## src/rtl/axis_pkg.sv

```systemverilog
// Shared constants, state encoding and width helpers for the AXI read-burst controller.
package axis_pkg;

    localparam int unsigned AXI_4K_BYTES  = 4096;
    localparam int unsigned AXI_LEN_WIDTH = 8;

    localparam int unsigned IDLE_IDX  = 0;
    localparam int unsigned START_IDX = 1;
    localparam int unsigned ADDR_IDX  = 2;

    typedef enum logic [2:0] {
        IDLE  = 3'(1 << IDLE_IDX),
        START = 3'(1 << START_IDX),
        ADDR  = 3'(1 << ADDR_IDX)
    } state_t;

    function automatic int unsigned axi_bytes(input int unsigned data_width);
        return data_width / 8;
    endfunction

    function automatic int unsigned axi_addr_lsb(input int unsigned data_width);
        return $clog2(data_width / 8);
    endfunction

endpackage

```

## src/rtl/axis_burst_calc.sv

```systemverilog
// Registered burst size: min(remaining, BURST_MAX, beats left before the next 4 KB boundary).
module axis_burst_calc
    import axis_pkg::*;
#(
    parameter int unsigned CFG_DWIDTH = 32,
    parameter int unsigned BURST_MAX  = 16,
    parameter int unsigned ADDR_LSB   = 3
) (
    input  logic                    clk,
    input  logic                    rst,
    input  logic                    en,
    input  logic [CFG_DWIDTH-1:0]   remaining,
    input  logic [11:0]             addr_4k,
    output logic [AXI_LEN_WIDTH:0]  burst,
    output logic                    valid
);

    localparam int unsigned BW = AXI_LEN_WIDTH + 1;

    logic [12:0]   bytes_to_4k;
    logic [12:0]   beats_to_4k;
    logic [BW-1:0] burst_next;

    always_comb begin
        bytes_to_4k = 13'(AXI_4K_BYTES) - {1'b0, addr_4k};
        beats_to_4k = bytes_to_4k >> ADDR_LSB;
        burst_next  = BW'(BURST_MAX);
        if (beats_to_4k < 13'(burst_next)) begin
            burst_next = BW'(beats_to_4k);
        end
        if (remaining < CFG_DWIDTH'(burst_next)) begin
            burst_next = BW'(remaining);
        end
    end

    // valid trails en by one cycle so the burst always reflects the current addr/remaining
    always_ff @(posedge clk) begin
        if (rst) begin
            burst <= '0;
            valid <= 1'b0;
        end else begin
            burst <= burst_next;
            valid <= en;
        end
    end

endmodule

```

## src/rtl/axis_read_burst_ctrl.sv

```systemverilog
// Sequences one AXI read stream: config handshake to the data block, then credit-throttled,
// 4 KB-safe read-address bursts.
module axis_read_burst_ctrl
    import axis_pkg::*;
#(
    parameter int unsigned BUF_AWIDTH     = 9,
    parameter int unsigned CFG_DWIDTH     = 32,
    parameter int unsigned WIDTH_RATIO    = 2,
    parameter int unsigned AXI_ADDR_WIDTH = 32,
    parameter int unsigned AXI_DATA_WIDTH = 64,
    parameter int unsigned BURST_MAX      = 16
) (
    input  logic                      clk,
    input  logic                      rst,
    input  logic [CFG_DWIDTH-1:0]     cfg_address,
    input  logic [CFG_DWIDTH-1:0]     cfg_length,
    input  logic                      cfg_valid,
    output logic                      cfg_ready,
    output logic [CFG_DWIDTH-1:0]     dat_length,
    output logic                      dat_valid,
    input  logic                      dat_ready,
    output logic [AXI_ADDR_WIDTH-1:0] axi_araddr,
    output logic [AXI_LEN_WIDTH-1:0]  axi_arlen,
    output logic                      axi_arvalid,
    input  logic                      axi_arready,
    input  logic                      axi_rbeat
);

    localparam int unsigned BYTES      = axi_bytes(AXI_DATA_WIDTH);
    localparam int unsigned ADDR_LSB   = axi_addr_lsb(AXI_DATA_WIDTH);
    localparam int unsigned CREDIT_MAX = 2 ** BUF_AWIDTH;
    localparam int unsigned OW         = BUF_AWIDTH + 1;
    localparam int unsigned BW         = AXI_LEN_WIDTH + 1;
    localparam logic [AXI_ADDR_WIDTH-1:0] LSB_MASK = AXI_ADDR_WIDTH'(BYTES - 1);

    state_t                    state;
    state_t                    state_next;
    logic [AXI_ADDR_WIDTH-1:0] addr;
    logic [CFG_DWIDTH-1:0]     remaining;
    logic [OW-1:0]             outstanding;
    logic [BW-1:0]             burst;
    logic                      burst_valid;
    logic                      calc_en;
    logic [31:0]               credit_need;
    logic                      credit_ok;
    logic                      cfg_hs;
    logic                      ar_hs;
    logic                      last_burst;

    axis_burst_calc #(
        .CFG_DWIDTH (CFG_DWIDTH),
        .BURST_MAX  (BURST_MAX),
        .ADDR_LSB   (ADDR_LSB)
    ) u_burst_calc (
        .clk       (clk),
        .rst       (rst),
        .en        (calc_en),
        .remaining (remaining),
        .addr_4k   (addr[11:0]),
        .burst     (burst),
        .valid     (burst_valid)
    );

    assign calc_en     = (state == ADDR) && !ar_hs;
    assign credit_need = 32'(outstanding) + 32'(burst);
    assign credit_ok   = credit_need <= 32'(CREDIT_MAX);
    assign cfg_hs      = cfg_valid && cfg_ready;
    assign ar_hs       = axi_arvalid && axi_arready;
    assign last_burst  = remaining == CFG_DWIDTH'(burst);
    assign axi_araddr  = addr;

    always_ff @(posedge clk) begin
        if (rst) begin
            state <= IDLE;
        end else begin
            state <= state_next;
        end
    end

    // Credit only grows back while arvalid waits, so arvalid cannot drop before arready.
    always_comb begin
        state_next  = state;
        cfg_ready   = 1'b0;
        dat_valid   = 1'b0;
        dat_length  = '0;
        axi_arvalid = 1'b0;
        axi_arlen   = '0;
        unique case (state)
            IDLE: begin
                cfg_ready = 1'b1;
                if (cfg_valid && cfg_length != '0) begin
                    state_next = START;
                end
            end
            START: begin
                dat_valid  = 1'b1;
                dat_length = remaining * CFG_DWIDTH'(WIDTH_RATIO);
                if (dat_ready) begin
                    state_next = ADDR;
                end
            end
            ADDR: begin
                axi_arvalid = burst_valid && credit_ok;
                if (axi_arvalid) begin
                    axi_arlen = AXI_LEN_WIDTH'(burst - BW'(1));
                end
                if (axi_arvalid && axi_arready && last_burst) begin
                    state_next = IDLE;
                end
            end
            default: state_next = IDLE;
        endcase
    end

    always_ff @(posedge clk) begin
        if (rst) begin
            addr      <= '0;
            remaining <= '0;
        end else if (cfg_hs) begin
            addr      <= AXI_ADDR_WIDTH'(cfg_address) & ~LSB_MASK;
            remaining <= cfg_length;
        end else if (ar_hs) begin
            addr      <= addr + (AXI_ADDR_WIDTH'(burst) << ADDR_LSB);
            remaining <= remaining - CFG_DWIDTH'(burst);
        end
    end

    // Keeps counting in IDLE so a following transfer sees credit still held by the buffer.
    always_ff @(posedge clk) begin
        if (rst) begin
            outstanding <= '0;
        end else if (ar_hs) begin
            outstanding <= outstanding + OW'(burst) - OW'(axi_rbeat);
        end else if (axi_rbeat && outstanding != '0) begin
            outstanding <= outstanding - OW'(1);
        end
    end

    logic                      ar_wait;
    logic [AXI_ADDR_WIDTH-1:0] ar_addr_prev;
    logic [AXI_LEN_WIDTH-1:0]  ar_len_prev;

    always_ff @(posedge clk) begin
        if (rst) begin
            ar_wait      <= 1'b0;
            ar_addr_prev <= '0;
            ar_len_prev  <= '0;
        end else begin
            ar_wait      <= axi_arvalid && !axi_arready;
            ar_addr_prev <= axi_araddr;
            ar_len_prev  <= axi_arlen;
        end
    end

    always_ff @(posedge clk) begin
        if (!rst) begin
            assert (!(axi_rbeat && !ar_hs && outstanding == '0));
            assert (!ar_wait || (axi_arvalid && axi_araddr == ar_addr_prev
                                 && axi_arlen == ar_len_prev));
        end
    end

endmodule

```

## config.mk

```make
export PLATFORM = sky130hd
export DESIGN_NAME = axis_read_burst_ctrl
export DESIGN_NICKNAME = d
export VERILOG_FILES = /design/src/rtl/axis_pkg.sv /design/src/rtl/axis_burst_calc.sv /design/src/rtl/axis_read_burst_ctrl.sv
export SDC_FILE = /design/constraint.sdc
export NUM_CORES = 1
export LEC_CHECK = 0
export ABC_CLOCK_PERIOD_IN_PS = 2800
export CAP_MARGIN = 5
export CORE_MARGIN = 3
export CORE_UTILIZATION = 47
export CTS_CLUSTER_DIAMETER = 200
export CTS_CLUSTER_SIZE = 40
export DETAILED_ROUTE_END_ITERATION = 8
export GPL_TIMING_DRIVEN = 1
export HOLD_SLACK_MARGIN = 0.05
export PLACE_DENSITY = 0.75
export SLEW_MARGIN = 5
export SYNTH_ARGS = -nofsm -noshare
export SYNTH_HDL_FRONTEND = slang
export SYNTH_SLANG_ARGS = --single-unit
```

## constraint.sdc

```tcl
create_clock -name clk -period 2.8 [get_ports clk]
set_input_delay 0.42 -clock clk [delete_from_list [all_inputs] [get_ports clk]]
set_output_delay 0.42 -clock clk [all_outputs]
set_load 0.01 [all_outputs]
```

==> impl_metrics.csv <==
group,metric,value,unit
status,status,"finished with violations",
status,violations,"negative setup slack",
sta,fin_skew,0.0112,ns
placement,gp_congestion,0.945,
floorplan,io_pins,145,
yosys,yosys.cell_count.top_type,"dfxtp_1",
power_and_ir_drop,p_leak,4.51,nW
routing,first_pass_iters,5,
finish,fin_area,11000,sq um
placement,pre_cts_ws,-0.535,ns
critical_path,cpLargestDelayFamily,"compound AO/OA/AOI/OAI gates",
clocking,clkTransAtPathRegs,0.06,ns
yosys,yosysWarnings,0,
routing,antenna_left,0,
yosys,synthArstFlopShare,0,%
sta,holdWs,0.506,ns
critical_path,worstPathRequired,2.38,ns
finish,fin_cells,1288,
critical_path,path_common_cell,"a21o_1",
finish,regArea,1690,sq um
sta,min_period_over_period,119,%
finish,nets,1237,
clocking,htreeDepth,3,
floorplan,start_util,48.8,%
routing,vias,8149,
placement,place_hpwl,16600,microns
critical_path,crit_path_max_fanout,7,
yosys,synth_top_area_share,25.7,%
yosys,ys_top_cells_by_area,"dfxtp_1 26%, ha_1 11%, xnor2_1 5.9%, nor2_1 4.8%, and2_1 3.8%",
sta,rsz0062_at_grt,"true",
finish,utilization,82.1,%
critical_path,path_cells,"ha_4 > fa_2 > a21o_1 > a211o_1 > a22o_1 > nor4_4 > a21o_1 > nand2_2 > buf_6 > nor2_1 > buf_2",
critical_path,cp-start-kind,"register",
power_and_ir_drop,internal-power,3.91,mW
critical_path,arrival,2.93,ns
floorplan,die_x,124,microns
clocking,cts_made_buffers,9,
yosys,yosys.area.top_type,"dfxtp_1",
sta,worstMarginPinSlew,0.933,ns
power_and_ir_drop,total_power,6.67,mW
yosys,synth_common_cells,"84 x dfxtp_1, 83 x nor2_1, 56 x ha_1",
floorplan,dieHeight,124,microns
routing,wire_per_inst,22.1,microns
sta,setup_ws,-0.545,ns
floorplan,die_area,15400,sq um
power_and_ir_drop,p_per_area,606,nW/um^2
critical_path,crit_type,"reg -> out",
critical_path,worstSetupEndpointType,"output port",
clocking,root_buffer,"clkbuf_16",
sta,max_slew_margin,37.8,%
global_route,grt_pass1_vias,7665,
global_route,grt.overflow.total,0,
power_and_ir_drop,seqPwrFrac,24.0,%
finish,syn2layout_area_growth,68.1,%
placement,dpl_cell_area,9060,sq um
yosys,synth_cell_types,74,
routing,via_per_inst,6.33,
global_route,grt_util_all_layers,32.3,%
power_and_ir_drop,vdd_ir_drop_max,0.000478,V
critical_path,slowest_delay,0.40,ns
finish,multi_input_area,5700,sq um
routing,drt_wl_total,28400,microns
yosys,ys_seq_elements,84,
placement,place_inst,1236,
yosys,synth_ff_type,"dfxtp_1",
clocking,cts_hold_buf,0,
yosys,syn_inst,824,
global_route,antenna_found_initial,0,
floorplan,core_area,13400,sq um
critical_path,crit_buf_inv,2,
finish,antenna_cells,0,
global_route,grt_max_degree,48,
sta,fmax,299,MHz
clocking,cts_tree,"yes",
yosys,synth_edf_count,0,
run,cap_violations,0,
floorplan,fp-row-count,42,
power_and_ir_drop,switching_share,41.3,%
clocking,clock_sinks,84,
sta,maxSlewViolCount,0,
hold_path,min_path_type,"reg -> reg",
critical_path,cpMaxStageDelayCell,"fa_2",
sta,min_period,3.35,ns
finish,drive_above_1_share,34.4,%
finish,fillers,725,
clocking,clock_path_buffers,2,
sta,hold_viol_final,0,
yosys,ys_seq_area_share,25.7,%
power_and_ir_drop,switchingPower,2.75,mW
clocking,insertion_delay,0.36,ns
yosys,syn_area_per_cell,7.94,sq um
yosys,synth_area,6540,sq um
placement,port_buffers,137,
routing,drtIter0Drc,827,
sta,tns,-23.94,ns
power_and_ir_drop,pwr-share-clk,19.7,%
global_route,grt_pass1_wl,39200,microns
power_and_ir_drop,combPwrFrac,56.3,%
routing,drc,0,
sta,setup_viol,84,
-- area by class of cell --
cell class | count | share of cell area [%]
Multi-Input combinational cell | 655 | 51.8
Clock inverter | 4 | 0.478
Tap cell | 176 | 2.00
Clock buffer | 12 | 2.42
Inverter | 53 | 1.83
Sequential cell | 84 | 15.4
Timing Repair Buffer | 304 | 26.0
-- state kept, by name (all words and copies together), names as in the netlist --
name                flops
remaining              32
axi_araddr             29
outstanding            10
u_burst_calc.burst      9
state                   3
u_burst_calc.valid      1
-- cell usage in the layout (no fill, tap or decap), types with 9 or more instances in the layout --
| master | n |
|---|---|
| nor2_1 | 58 |
| nor2_2 | 12 |
| a21oi_1 | 27 |
| o21a_1 | 10 |
| clkbuf_16 | 9 |
| nor4_1 | 9 |
| a211oi_2 | 14 |
| nand4_1 | 11 |
| nor2b_1 | 12 |
| and2_1 | 36 |
| inv_1 | 50 |
| a21o_1 | 9 |
| a31oi_1 | 11 |
| xnor2_1 | 44 |
| ha_1 | 50 |
| dfxtp_2 | 9 |
| or3_1 | 12 |
| buf_2 | 9 |
| clkdlybuf4s50_1 | 127 |
| dfxtp_1 | 75 |
| a21oi_2 | 17 |
| nor2_4 | 16 |
| nor3_1 | 20 |
| nand3_1 | 12 |
| o211ai_1 | 14 |
| a211oi_1 | 13 |
| nand2_1 | 37 |
| buf_6 | 26 |
| buf_4 | 126 |
| o21ai_0 | 17 |
-- repair_timing --
item                       CTS  global route
setup buffers               18            21
setup endpoints to repair   88            90
pin swaps                  111            49
cloned                       4             0
gates resized for setup    228           103
-- worst register-to-register path, delay by kind of cell, from the launching register on --
family / cells / cell delay, ns
buffers and inverters: 3 / 0.43
flip-flops: 1 / 0.34
adder cells (fa/ha/maj): 2 / 0.57
AO/OA/AOI/OAI: 5 / 1.01
AND/OR/NAND/NOR: 3 / 0.84
-- per-layer routing --
layer  share of wire (%)  vias up  track usage, %  wire length [microns]
li1                    -     3564               -                      -
met1                  37     3878            39.8                  10600
met2                  48      548            54.3                  13800
met3                 8.5      159            7.77                   2420
met4                 5.7        0            12.5                   1620
met5                   0        -               0                      0
-- final timing paths --
kind | startpoint | slack [ns] | endpoint | cells after the start
max | outstanding[0] | -0.55 | axi_arlen[4] | 11
min | remaining[11] | 0.51 | remaining[11] | 2
max reg2reg | outstanding[0] | -0.47 | remaining[25] | 13
min reg2reg | remaining[11] | 0.51 | remaining[11] | 2
-- power groups by stage --
| stage | clock network [mW] | logic, mW | registers [mW] |
|---|---|---|---|
| 6_report | 1.31 | 3.75 | 1.60 |
| 3_3_place_gp | 0 | 2.90 | 1.57 |
| 2_1_floorplan | 0 | 1.78 | 1.60 |
| 3_5_place_dp | 0 | 2.95 | 1.57 |
| 4_1_cts | 1.31 | 3.33 | 1.57 |
| 5_1_grt | 1.36 | 4.00 | 1.62 |
-- kinds of logic after synthesis --
group	synth area share (%)
adder cells (fa/ha/maj)	11.9
other	0.115
AO/OA/AOI/OAI	23.1
flip-flops	25.7
XOR/XNOR	6.56
buffers and inverters	5.64
AND/OR/NAND/NOR	26.3
multiplexers	0.631
Note: power is estimated with default switching activity, not from simulation.
==> RTL change, RTL diff (same flow settings) <==
Register the input `cfg_length` before use, without a reset. The logic sees it one clock later. The other inputs are not delayed to match.
--- a/src/rtl/axis_read_burst_ctrl.sv
+++ b/src/rtl/axis_read_burst_ctrl.sv
@@ -33,4 +33,10 @@
     localparam int unsigned BW         = AXI_LEN_WIDTH + 1;
     localparam logic [AXI_ADDR_WIDTH-1:0] LSB_MASK = AXI_ADDR_WIDTH'(BYTES - 1);
+
+    logic [CFG_DWIDTH-1:0] cfg_length_q;
+
+    always_ff @(posedge clk) begin
+        cfg_length_q <= cfg_length;
+    end
 
     state_t                    state;
@@ -89,5 +95,5 @@
             IDLE: begin
                 cfg_ready = 1'b1;
-                if (cfg_valid && cfg_length != '0) begin
+                if (cfg_valid && cfg_length_q != '0) begin
                     state_next = START;
                 end
@@ -119,5 +125,5 @@
         end else if (cfg_hs) begin
             addr      <= AXI_ADDR_WIDTH'(cfg_address) & ~LSB_MASK;
-            remaining <= cfg_length;
+            remaining <= cfg_length_q;
         end else if (ar_hs) begin
             addr      <= addr + (AXI_ADDR_WIDTH'(burst) << ADDR_LSB);
Behaviour: not the same (a bounded check fails within 4 cycles, from zero or initial values and one cycle with rst high).
==> RTL change against the unedited design <==
- the run still ends with setup timing left
- core utilization fell by 3.1 points
- setup slack improved by 15 ps
- first-iteration DRC count rose by 9.7%
- power rose by 14%
- critical path depth did not move
- via count rose by 4.4%
- routed wire length fell by 1.2%
- cell area rose by 10%
- count of clock-buffer cells in the layout rose by 6
- sequential cell count rose by 32
- synthesized area rose by 14%
- sequential share of layout area rose by 3.9 points
- largest cell class unchanged
- highest routed layer unchanged
==> RTL change: results (changes against the unedited design) <==
| Metric | Value |
|---|---|
| Final hold slack | `438 ps (-68.9 ps)` |
| Crit-path max cell delay | `380 ps (-20 ps)` |
| Register area share after synthesis | `0.311 (+0.0537)` |
| Worst Setup EP | `axi_arlen[3]` |
| Hold worst-path end | `cfg_length_q[5]` |
| Worst VDD drop | `547 uV (+15%)` |
| Status | `finished with violations` |
| Post-route insts no fill | `1427 (+11%)` |
| Setup violators final | `83 (-1.2%)` |
| Total GRT Usage | `0.287 (-0.0353)` |
| Critical path origin | `u_burst_calc.burst[0]` |
| Largest net degree at the start of global routing | `61 (+27%)` |
| CP max stage cell | `a2111oi_4` |
| Setup_tns | `-23460 ps (+480 ps)` |
| DP Cell Count | `1348 (+9.1%)` |
| Initial antenna violation count | `0 (unchanged)` |
| Worst R2R Start | `u_burst_calc.burst[7]` |
| Clock Skew | `12.9 ps (+1.71 ps)` |
| Share of cells above drive strength 1 | `0.319 (-0.0244)` |
| Hold Crit Start | `cfg_length[5]` |
| Crit path max fanout | `7 (unchanged)` |
| Fillers | `1003 (+38%)` |
| Critical Path AT | `2910 ps (-20 ps)` |
| Number of global-route vias before repair | `7985 (+4.2%)` |
| Clock Pin Slew Worst Setup and Hold Paths | `60 ps (about the same)` |
| Delay-heaviest family, CP | `compound AO/OA/AOI/OAI gates` |
| Cells on worst reg2reg path | `15 (+2)` |
| Post-DP HPWL | `17900 um (+7.7%)` |
| Max cap viols | `0 (unchanged)` |
| H-tree depth | `4 (+1)` |
| Area contributors post-synth | `dfxtp_1, ha_1, xnor2_1, nor2_1, nand2_1` |
| Synth top cells by count | `dfxtp_1, nor2_1, nand2_1, ha_1, inv_1` |
| Num CTS Buffers | `17 (+8)` |
| YS warnings | `0 (unchanged)` |
| Worst r2r dst | `remaining[1]` |
| Vias | `8508 (+4.4%)` |
| Synthesized area per cell | `8.27 um^2 (+4.1%)` |
| Async SR Flop Fraction | `0 (unchanged)` |
| First-pass GRT wire length | `40700 um (+4.0%)` |
| Failing checks | `setup timing` |
| Hold path depth | `1 (-1)` |
| Antenna cell count | `0 (unchanged)` |
| GP Congestion | `0.973 (+3.0%)` |
| Leak Pwr | `4.84 nW (+7.2%)` |
| Reg2Reg Setup Slack | `-410 ps (+60 ps)` |
| Placed instance area | `10200 um^2 (+12%)` |
| TritonRoute pass-1 iters | `5 (unchanged)` |
| 1st-iter DRT viols | `907 (+9.7%)` |
| CTS Root Cell | `clkbuf_16` |
| Final WS setup | `-530 ps (+15.0 ps)` |
| Sequential cell area | `2340 um^2 (+38%)` |
| Net Sw Power | `2.89 mW (+5.0%)` |
| Post-synth cell types | `77 (+4.1%)` |
| Later-pin clock latency in the skew report | `420 ps (+60 ps)` |
| WL per Instance | `19.7 um (-11%)` |
| Hold Path Class | `in2reg` |
| Worst slew pin tran | `855 ps (-77.3 ps)` |
| Top FF cell, synth | `dfxtp_1` |
[RTL change: cell count changes after synthesis, moves of 6 or more]
cell      delta
and3_1      +11
clkbuf_1     +7
dfxtp_1     +32
nand2_1     +14
nand3_1     +14
nor2_1       -6
nor4_1      +10
o2bb2a_1     -6
[RTL change: cells by family (layout without fill, tap and decap cells)]
group	Yosys count	count (layout)	synth area share
DFF	116	116	0.311
and+or+nand+nor	345	345	0.242
AOI/OAI and AO/OA	229	229	0.223
other	2	8	0.00100
adders and majority gates	60	60	0.104
xor gates and xnor gates	50	50	0.0586
muxes	5	5	0.00686
buffers and inverters	97	403	0.0529
[RTL change: cell type report]
cell class | instances | area share
clock inverters | 14 | 0.00959
clock buffers | 18 | 0.0362
repair buffers | 318 | 0.248
flip-flops and latches | 116 | 0.193
inverters | 53 | 0.0164
well taps | 211 | 0.0217
multi-input cells | 697 | 0.476
[RTL change: power groups by stage]
stage	registers (mW)	logic [mW]	clock network [mW]
after floorplan	2.08	1.67	0
after global placement	2.06	2.75	0
after detailed placement	2.07	2.80	0
after CTS	2.04	3.00	2.07
after global routing	2.09	3.75	2.14
final	2.07	3.48	2.07
[RTL change: layer usage]
layer | up-vias | GRT usage | share of wire
li1 | 3910 | - | -
met1 | 4062 | 0.364 | 0.40
met2 | 447 | 0.484 | 0.49
met3 | 89 | 0.0618 | 0.079
met4 | 0 | 0.102 | 0.037
met5 | - | 0 | 0
[RTL change: what timing repair did]
| item | in CTS | in global routing |
|---|---|---|
| resized for setup | 123 | 131 |
| buffers inserted | 23 | 26 |
| hold buffers | 0 | 0 |
| endpoints found under the setup margin | 82 | 89 |
| pin swaps | 57 | 62 |
| cloned | 2 | 1 |
